==> src/rtl/euler_input_interpolator_if.sv <==
// Handshake and RAM port bundle between the input interpolator, the Euler
// stepper (enable/done) and the shared RAM (one read port, one write port).
// The master modport is the interpolator's view. The slave modport is the
// stepper/RAM side.
interface euler_input_interpolator_if #(
    parameter int ADDRESS_WIDTH = 13,
    parameter int DATA_WIDTH    = 64
);
    logic                     Interpolate_Enable;
    logic                     Interpolate_DONE;
    logic [ADDRESS_WIDTH-1:0] RAM_ADD_RD;
    logic [DATA_WIDTH-1:0]    RAM_DATA_RD;
    logic [ADDRESS_WIDTH-1:0] RAM_ADD_WR;
    logic [DATA_WIDTH-1:0]    RAM_DATA_WR;
    logic                     RAM_ENABLE_WR;

    modport master (
        input  Interpolate_Enable,
        input  RAM_DATA_RD,
        output Interpolate_DONE,
        output RAM_ADD_RD,
        output RAM_ADD_WR,
        output RAM_DATA_WR,
        output RAM_ENABLE_WR
    );

    modport slave (
        output Interpolate_Enable,
        output RAM_DATA_RD,
        input  Interpolate_DONE,
        input  RAM_ADD_RD,
        input  RAM_ADD_WR,
        input  RAM_DATA_WR,
        input  RAM_ENABLE_WR
    );
endinterface

==> src/rtl/euler_input_interpolator.sv <==
// Euler input interpolator. It builds U(t) in shared RAM by linear
// interpolation between the stored samples U0 (taken at t0) and U1 (taken at t1).
// The 16-bit weight w = ((t-t0)<<16)/(t1-t0) comes from a serial restoring
// divider. When t falls outside (t0, t1) the weight is clamped instead.
// Optional build macro INTERP_ROUND_EN: round-half-up on the >>>16 shift.
// Without the macro, the shift truncates.
module euler_input_interpolator #(
    parameter int ADDRESS_WIDTH = 13,
    parameter int DATA_WIDTH    = 64,
    parameter int M_ADD         = 1,
    parameter int T_ADD         = 5457,
    parameter int US0_ADD       = 5460,
    parameter int US1_ADD       = 5510,
    parameter int U_ADD         = 5257
) (
    input  logic                        CLK,
    input  logic                        RST_N,
    euler_input_interpolator_if.master  bus
);

    typedef enum logic [2:0] {
        S_IDLE,
        S_LD_M,
        S_LD_T,
        S_WEIGHT,
        S_EL_RD0,   // present U0[i] address
        S_EL_RD1,   // latch U0[i], present U1[i] address
        S_EL_WR,    // U1[i] on read bus, write U[i]
        S_FIN
    } state_t;

    localparam logic [ADDRESS_WIDTH-1:0] M_A   = ADDRESS_WIDTH'(M_ADD);
    localparam logic [ADDRESS_WIDTH-1:0] T_A0  = ADDRESS_WIDTH'(T_ADD);
    localparam logic [ADDRESS_WIDTH-1:0] T_A1  = ADDRESS_WIDTH'(T_ADD + 1);
    localparam logic [ADDRESS_WIDTH-1:0] T_A2  = ADDRESS_WIDTH'(T_ADD + 2);
    localparam logic [ADDRESS_WIDTH-1:0] US0_A = ADDRESS_WIDTH'(US0_ADD);
    localparam logic [ADDRESS_WIDTH-1:0] US1_A = ADDRESS_WIDTH'(US1_ADD);
    localparam logic [ADDRESS_WIDTH-1:0] U_A   = ADDRESS_WIDTH'(U_ADD);

    state_t                   state_q, state_d;
    logic [15:0]              m_q, m_d;
    logic [15:0]              t0_q, t0_d;
    logic [15:0]              t1_q, t1_d;
    logic [15:0]              t_q, t_d;
    logic [15:0]              w_q, w_d;
    logic                     sel_u1_q, sel_u1_d;
    logic [15:0]              rem_q, rem_d;
    logic [3:0]               cnt_q, cnt_d;
    logic [15:0]              idx_q, idx_d;
    logic [15:0]              u0_q, u0_d;
    logic [ADDRESS_WIDTH-1:0] rd_addr_q, rd_addr_d;

    logic                     enable;
    logic [15:0]              rd16;
    logic                     wr_en;
    logic                     weight_done;

    // Divider step signals.
    logic [15:0]              span;
    logic [15:0]              rem_in;
    logic [16:0]              rem_sh;
    logic                     q_bit;
    logic [15:0]              rem_next;

    // Interpolation datapath signals.
    logic signed [16:0]       diff;
    logic signed [33:0]       prod;
    logic signed [33:0]       prod_adj;
    logic [15:0]              u_val;
    logic                     unused_bits;

    assign enable = bus.Interpolate_Enable;
    assign rd16   = bus.RAM_DATA_RD[15:0];

    // Only the low 16 bits of a word are arithmetic. The shift keeps product bits [31:16].
    assign unused_bits = ^{bus.RAM_DATA_RD[DATA_WIDTH-1:16], prod_adj[33:32], prod_adj[15:0]};

    // One restoring-division step. The dividend's low half is all zeros, so a 0 shifts in.
    // On the first step the partial remainder starts at t - t0, which is < span.
    always_comb begin
        span     = t1_q - t0_q;
        rem_in   = (cnt_q == 4'd0) ? (t_q - t0_q) : rem_q;
        rem_sh   = {rem_in, 1'b0};
        q_bit    = (rem_sh >= {1'b0, span});
        rem_next = q_bit ? 16'(rem_sh - {1'b0, span}) : rem_sh[15:0];
    end

    // U = U0 + ((U1-U0)*w >>> 16). U1 is taken straight off the read bus during the write cycle.
    always_comb begin
        diff = $signed({1'b0, rd16}) - $signed({1'b0, u0_q});
        prod = $signed({{17{diff[16]}}, diff}) * $signed({18'b0, w_q});
`ifdef INTERP_ROUND_EN
        prod_adj = prod + 34'sd32768;
`else
        prod_adj = prod;
`endif
        u_val = sel_u1_q ? rd16 : (u0_q + prod_adj[31:16]);
    end

    // Next-state logic and datapath updates. Any enable drop before FIN aborts to IDLE.
    always_comb begin
        // NOTE: every variable gets a default first, so no path through the case infers a latch.
        state_d     = state_q;
        m_d         = m_q;
        t0_d        = t0_q;
        t1_d        = t1_q;
        t_d         = t_q;
        w_d         = w_q;
        sel_u1_d    = sel_u1_q;
        rem_d       = rem_q;
        cnt_d       = cnt_q;
        idx_d       = idx_q;
        u0_d        = u0_q;
        rd_addr_d   = rd_addr_q;
        wr_en       = 1'b0;
        weight_done = 1'b0;

        case (state_q)
            S_IDLE: begin
                if (enable) begin
                    rd_addr_d = M_A;
                    state_d   = S_LD_M;
                end
            end

            S_LD_M: begin
                if (!enable) begin
                    state_d = S_IDLE;
                end else begin
                    m_d       = rd16;
                    rd_addr_d = T_A0;
                    cnt_d     = 4'd0;
                    state_d   = S_LD_T;
                end
            end

            S_LD_T: begin
                if (!enable) begin
                    state_d = S_IDLE;
                end else begin
                    cnt_d = cnt_q + 4'd1;
                    case (cnt_q)
                        4'd0: begin
                            t0_d      = rd16;
                            rd_addr_d = T_A1;
                        end
                        4'd1: begin
                            t1_d      = rd16;
                            rd_addr_d = T_A2;
                        end
                        default: begin
                            t_d     = rd16;
                            cnt_d   = 4'd0;
                            state_d = S_WEIGHT;
                        end
                    endcase
                end
            end

            S_WEIGHT: begin
                if (!enable) begin
                    state_d = S_IDLE;
                end else begin
                    cnt_d = cnt_q + 4'd1;
                    if (cnt_q == 4'd0 && (t1_q <= t0_q || t_q <= t0_q)) begin
                        w_d         = 16'h0000;
                        sel_u1_d    = 1'b0;
                        weight_done = 1'b1;
                    end else if (cnt_q == 4'd0 && t_q >= t1_q) begin
                        w_d         = 16'hFFFF;
                        sel_u1_d    = 1'b1;
                        weight_done = 1'b1;
                    end else begin
                        w_d         = {w_q[14:0], q_bit};
                        rem_d       = rem_next;
                        sel_u1_d    = 1'b0;
                        weight_done = (cnt_q == 4'd15);
                    end
                    if (weight_done) begin
                        idx_d   = 16'd0;
                        cnt_d   = 4'd0;
                        state_d = (m_q == 16'd0) ? S_FIN : S_EL_RD0;
                    end
                end
            end

            S_EL_RD0: begin
                if (!enable) begin
                    state_d = S_IDLE;
                end else begin
                    rd_addr_d = US0_A + ADDRESS_WIDTH'(idx_q);
                    state_d   = S_EL_RD1;
                end
            end

            S_EL_RD1: begin
                if (!enable) begin
                    state_d = S_IDLE;
                end else begin
                    u0_d      = rd16;
                    rd_addr_d = US1_A + ADDRESS_WIDTH'(idx_q);
                    state_d   = S_EL_WR;
                end
            end

            S_EL_WR: begin
                // The write already on the bus completes even if enable is dropping.
                wr_en = 1'b1;
                if (!enable) begin
                    state_d = S_IDLE;
                end else if (idx_q + 16'd1 == m_q) begin
                    state_d = S_FIN;
                end else begin
                    idx_d   = idx_q + 16'd1;
                    state_d = S_EL_RD0;
                end
            end

            S_FIN: begin
                if (!enable) begin
                    state_d = S_IDLE;
                end
            end

            default: state_d = S_IDLE;
        endcase
    end

    // State and datapath registers. Everything clears on reset.
    always_ff @(posedge CLK or negedge RST_N) begin
        if (!RST_N) begin
            state_q   <= S_IDLE;
            m_q       <= '0;
            t0_q      <= '0;
            t1_q      <= '0;
            t_q       <= '0;
            w_q       <= '0;
            sel_u1_q  <= 1'b0;
            rem_q     <= '0;
            cnt_q     <= '0;
            idx_q     <= '0;
            u0_q      <= '0;
            rd_addr_q <= '0;
        end else begin
            // NOTE: non-blocking assignments, so every register samples pre-edge values.
            state_q   <= state_d;
            m_q       <= m_d;
            t0_q      <= t0_d;
            t1_q      <= t1_d;
            t_q       <= t_d;
            w_q       <= w_d;
            sel_u1_q  <= sel_u1_d;
            rem_q     <= rem_d;
            cnt_q     <= cnt_d;
            idx_q     <= idx_d;
            u0_q      <= u0_d;
            rd_addr_q <= rd_addr_d;
        end
    end

    // The read address is driven in the issuing cycle, so the registered RAM
    // returns the word in the next cycle. When unused it holds its last value.
    // It is forced to 0 while reset is asserted.
    assign bus.RAM_ADD_RD       = RST_N ? rd_addr_d : '0;
    assign bus.RAM_ENABLE_WR    = wr_en;
    assign bus.RAM_ADD_WR       = wr_en ? (U_A + ADDRESS_WIDTH'(idx_q)) : '0;
    assign bus.RAM_DATA_WR      = wr_en ? {{(DATA_WIDTH-16){1'b0}}, u_val} : '0;
    assign bus.Interpolate_DONE = (state_q == S_FIN);

endmodule

==> src/flat_wrapper.sv <==
// flat-port wrapper written by rule: the top's interface ports become plain ports
module euler_input_interpolator_flat 
#(
    parameter int ADDRESS_WIDTH = 13,
    parameter int DATA_WIDTH    = 64,
    parameter int M_ADD         = 1,
    parameter int T_ADD         = 5457,
    parameter int US0_ADD       = 5460,
    parameter int US1_ADD       = 5510,
    parameter int U_ADD         = 5257
)
  (CLK, RST_N, bus_Interpolate_Enable, bus_RAM_DATA_RD, bus_Interpolate_DONE, bus_RAM_ADD_RD, bus_RAM_ADD_WR, bus_RAM_DATA_WR, bus_RAM_ENABLE_WR);
  euler_input_interpolator_if #(.ADDRESS_WIDTH(ADDRESS_WIDTH), .DATA_WIDTH(DATA_WIDTH)) bus_i ();
  input  logic CLK;
  input  logic RST_N;
  input wire logic [$bits(bus_i.Interpolate_Enable)-1:0] bus_Interpolate_Enable;
  input wire logic [$bits(bus_i.RAM_DATA_RD)-1:0] bus_RAM_DATA_RD;
  output wire logic [$bits(bus_i.Interpolate_DONE)-1:0] bus_Interpolate_DONE;
  output wire logic [$bits(bus_i.RAM_ADD_RD)-1:0] bus_RAM_ADD_RD;
  output wire logic [$bits(bus_i.RAM_ADD_WR)-1:0] bus_RAM_ADD_WR;
  output wire logic [$bits(bus_i.RAM_DATA_WR)-1:0] bus_RAM_DATA_WR;
  output wire logic [$bits(bus_i.RAM_ENABLE_WR)-1:0] bus_RAM_ENABLE_WR;
  assign bus_i.Interpolate_Enable = bus_Interpolate_Enable;
  assign bus_i.RAM_DATA_RD = bus_RAM_DATA_RD;
  assign bus_Interpolate_DONE = bus_i.Interpolate_DONE;
  assign bus_RAM_ADD_RD = bus_i.RAM_ADD_RD;
  assign bus_RAM_ADD_WR = bus_i.RAM_ADD_WR;
  assign bus_RAM_DATA_WR = bus_i.RAM_DATA_WR;
  assign bus_RAM_ENABLE_WR = bus_i.RAM_ENABLE_WR;
  euler_input_interpolator #(.ADDRESS_WIDTH(ADDRESS_WIDTH), .DATA_WIDTH(DATA_WIDTH), .M_ADD(M_ADD), .T_ADD(T_ADD), .US0_ADD(US0_ADD), .US1_ADD(US1_ADD), .U_ADD(U_ADD)) u_core (.CLK(CLK), .RST_N(RST_N), .bus(bus_i));
endmodule
==> config.mk <==
export PLATFORM = sky130hd
export DESIGN_NAME = euler_input_interpolator_flat
export DESIGN_NICKNAME = d
export VERILOG_FILES = /design/src/rtl/euler_input_interpolator_if.sv /design/src/rtl/euler_input_interpolator.sv /design/src/flat_wrapper.sv
export SDC_FILE = /design/constraint.sdc
export NUM_CORES = 1
export LEC_CHECK = 0
export BUFFER_PORTS_ARGS = -buffer_cell sky130_fd_sc_hd__buf_4
export CORE_ASPECT_RATIO = 0.6
export CORE_UTILIZATION = 50
export CTS_CLUSTER_DIAMETER = 120
export DETAILED_ROUTE_END_ITERATION = 6
export PLACE_DENSITY_LB_ADDON = 0.05
export SLEW_MARGIN = 20
export SYNTH_ARGS = -nofsm -noshare
export SYNTH_HDL_FRONTEND = slang
export SYNTH_SLANG_ARGS = --single-unit
==> constraint.sdc <==
create_clock -name CLK -period 26.7 [get_ports CLK]
set_clock_uncertainty 0.15 [all_clocks]
set_input_delay 2.67 -clock CLK [delete_from_list [all_inputs] [get_ports CLK]]
set_output_delay 2.67 -clock CLK [all_outputs]
set_load 0.01 [all_outputs]
==> key figures <==
Clock network
  – CTS hold repair buffers: 0
  – Number of gates resized after cts: 0
  – Number of clock sinks: 149
  – Post-CTS setup buffer count: 0
  – Clk Latency, worst-skew pair: 0.44 ns
  – Clock slew at the register clock pins of the worst setup and hold paths: 0.06 ns
  – Root Buffer Master: sky130_fd_sc_hd__clkbuf_16
  – CTS tree: built
  – Maximum clock path buffer count: 2
  – TritonCTS Buffers: 17
  – Number of H-tree levels: 4

Flow run
  – Max-cap violations: 0

STA
  – Total negative slack: 0 ns
  – Final critical path time including I/O delays and setup: 16.62 ns
  – Fin. Hold Viols: 0
  – Final worst path period share: 62.3%
  – Slew of the pin with the lowest slew margin: 1.09 ns
  – Fmax: 60.2 MHz
  – Setup-violating endpoint count in the final report: 0
  – Max Slew Vio Count: 0
  – Headroom to the max-slew limit: 27.4%
  – Unrepaired setup endpoints after global routing: no

Run status
  – Failing checks: DRC
  – Run status: complete, but fails checks

Floorplanning
  – Width of the chip: 273 µm
  – CORE AREA: 43400 µm²
  – I/O pin cnt: 159
  – Number of rows in the core area: 59
  – Area of the die: 44900 µm²
  – Die Span Y: 165 µm
  – Initial core utilization: 50.7%

Final layout
  – Fraction of final layout cells with drive strength greater than 1: 9.17%
  – Count of antenna diodes in the layout: 0
  – Total number of nets in the final design: 3033
  – Synthesis-to-layout area growth: 6.27%
  – Fill cell total of the finished layout: 4045

Setup path
  – Kind of critical path: primary input to output port
  – Worst path required time: 23.88 ns
  – Crit path max fanout: 16
  – Slowest CP cell: sky130_fd_sc_hd__o41ai_1
  – Worst Setup Start Kind: primary input
  – Largest stage delay on the critical path: 0.60 ns
  – Endpoint kind of the worst setup timing path: output port
  – CP arrival: 13.80 ns

GRT
  – First-pass GRT wire length: 93.3 mm
  – Global router's overall resource usage: 26.8%
  – Via count of the first global-routing pass: 16600
  – Largest net degree at the start of global routing: 99
  – Number of antenna violations at the first check in global routing: 0
  – Total grt overflow: 0

Synthesis
  – Proportion of register bits with asynchronous set or reset after synthesis: 100%
  – Most used flip-flop cell after synthesis: sky130_fd_sc_hd__dfrtp_1
  – Mean instance size in the synthesized netlist: 8.81 µm²
  – Yosys warnings: 0
  – Number of flops mapped to enable cells by yosys: 0
  – Count of state elements after synthesis: 149
  – Post-Synthesis Cells: 2500
  – Post-Syn Area: 22000 µm²
  – Post-synthesis sequential area ratio: 16.9%
  – Count of different cell masters after synthesis: 84

Place
  – Number of buffers added on ports: 62
  – Sum of net half-perimeters after detailed placement: 45.2 mm
  – Placer Congestion: 0.900

Detailed routing
  – Detailed-route vias per instance: 5.41
  – Total DRC errors in the routed layout: 2
  – Number of vias in the routed layout: 16800
  – Total detailed-routing wirelength: 56.9 mm
  – DRT antenna net count: 0
  – Wire length per cell: 18.3 µm
  – Number of detailed-routing iterations run before antenna repair: 7
  – Detailed Route Iter0 Violations: 1337

Worst hold path
  – Type of the tightest min-delay check: flip-flop to flip-flop
[layer usage]
layer  up-vias  part of all wire, %  global-route usage, %
met1      8319                   53                   43.5
li1       7964                    -                      -
met2       458                   40                   37.3
met3        35                  6.3                   4.10
met4         0                  1.1                   4.22
met5         -                    0                      0
[state kept, by name (all words and copies together), names as in the netlist]
signal and flops:
u_core.cnt_q 4, u_core.t_q 16, u_core.t1_q 16, u_core.w_q 16, u_core.rd_addr_q 13, u_core.u0_q 16
u_core.m_q 16, u_core.rem_q 16, u_core.t0_q 16, u_core.idx_q 16, u_core.sel_u1_q 1, u_core.state_q 3
[synthesized netlist by cell type (all sizes together), types with 11 or more instances]
library cell / number / area, µm²
nor2: 133 / 509
nor2b: 32 / 200
dfrtp: 149 / 3730
and2: 126 / 791
nand2b: 21 / 134
o21a: 16 / 120
a211oi: 11 / 100
buf: 68 / 480
o211ai: 12 / 95.1
fa: 270 / 5410
nand2: 267 / 1000
a31oi: 13 / 96.3
clkbuf: 81 / 304
a21o: 27 / 203
mux2: 76 / 856
o21ai: 102 / 514
or3: 14 / 87.6
nand3: 36 / 180
a21oi: 95 / 483
inv: 428 / 1610
mux2i: 21 / 210
nor3: 29 / 155
ha: 188 / 2350
xor2: 52 / 455
o31ai: 25 / 193
a22o: 17 / 149
xnor2: 76 / 666
[final cells by class]
type                            count  area [µm²]  area share (%)
Clock inverter                     11         103           0.438
Multi-Input combinational cell   1820       16100            68.8
Tap cell                          579         724            3.09
Clock buffer                       20         447            1.91
Inverter                          429        1610            6.88
Timing Repair Buffer               91         687            2.93
Sequential cell                   149        3730            15.9
[through the flow]
stage	cells	cell area [µm²]	hold WS (ns)	utilization, %	setup WS [ns]
2_1_floorplan	2547	22200	0.288	-	11.91
3_3_place_gp	3068	22900	0.309	52.6	10.28
3_5_place_dp	3068	22900	0.316	52.6	10.12
4_1_cts	3099	23400	0.334	53.9	10.08
5_1_grt	3099	23400	0.360	53.9	9.41
6_report	3099	23400	0.324	53.9	10.08
[cells by family (layout without fill, tap and decap cells)]
group | count (synthesis) | after routing | synth area share [%]
compound gates | 384 | 384 | 11.6
other cells | 1 | 48 | 0.0170
simple gates | 705 | 705 | 15.4
buf+inv | 578 | 551 | 10.9
fa+ha+maj | 458 | 458 | 35.2
mux | 97 | 97 | 4.84
xor+xnor | 128 | 128 | 5.09
flops | 149 | 149 | 16.9
[path summary, 6_finish.rpt]
kind / from / end / slack (ns) / cells after the start
min reg2reg: u_core.rd_addr_q[0] / u_core.rd_addr_q[0] / 0.32 / 2
min in group asynchronous: RST_N / u_core.rd_addr_q[11] / 2.15 / 1
min: u_core.rd_addr_q[0] / u_core.rd_addr_q[0] / 0.32 / 2
max: bus_RAM_DATA_RD[0] / bus_RAM_DATA_WR[15] / 10.08 / 44
max in group asynchronous: RST_N / u_core.t1_q[4] / 22.80 / 2
max reg2reg: u_core.t0_q[1] / u_core.w_q[0] / 20.77 / 21
[worst max-delay path: cells and delay by family]
family                     cells  cell delay [ns]
xor gates and xnor gates       2             0.26
adders and majority gates     10             4.07
buffers and inverters         10             1.00
AOI/OAI and AO/OA             11             3.81
and+or+nand+nor               11             1.98
[cell usage in the layout (no fill, tap or decap), drive strengths merged, types with 91 or more instances in the layout]
cell type and count:
a21oi 95, and2 126, buf 91, dfrtp 149
fa 270, ha 188, inv 430, nand2 267
nor2 133, o21ai 102
Power is left out: the tool's default activity adds up to more than one toggle a clock period on the data nets, which glitch-free logic cannot reach.
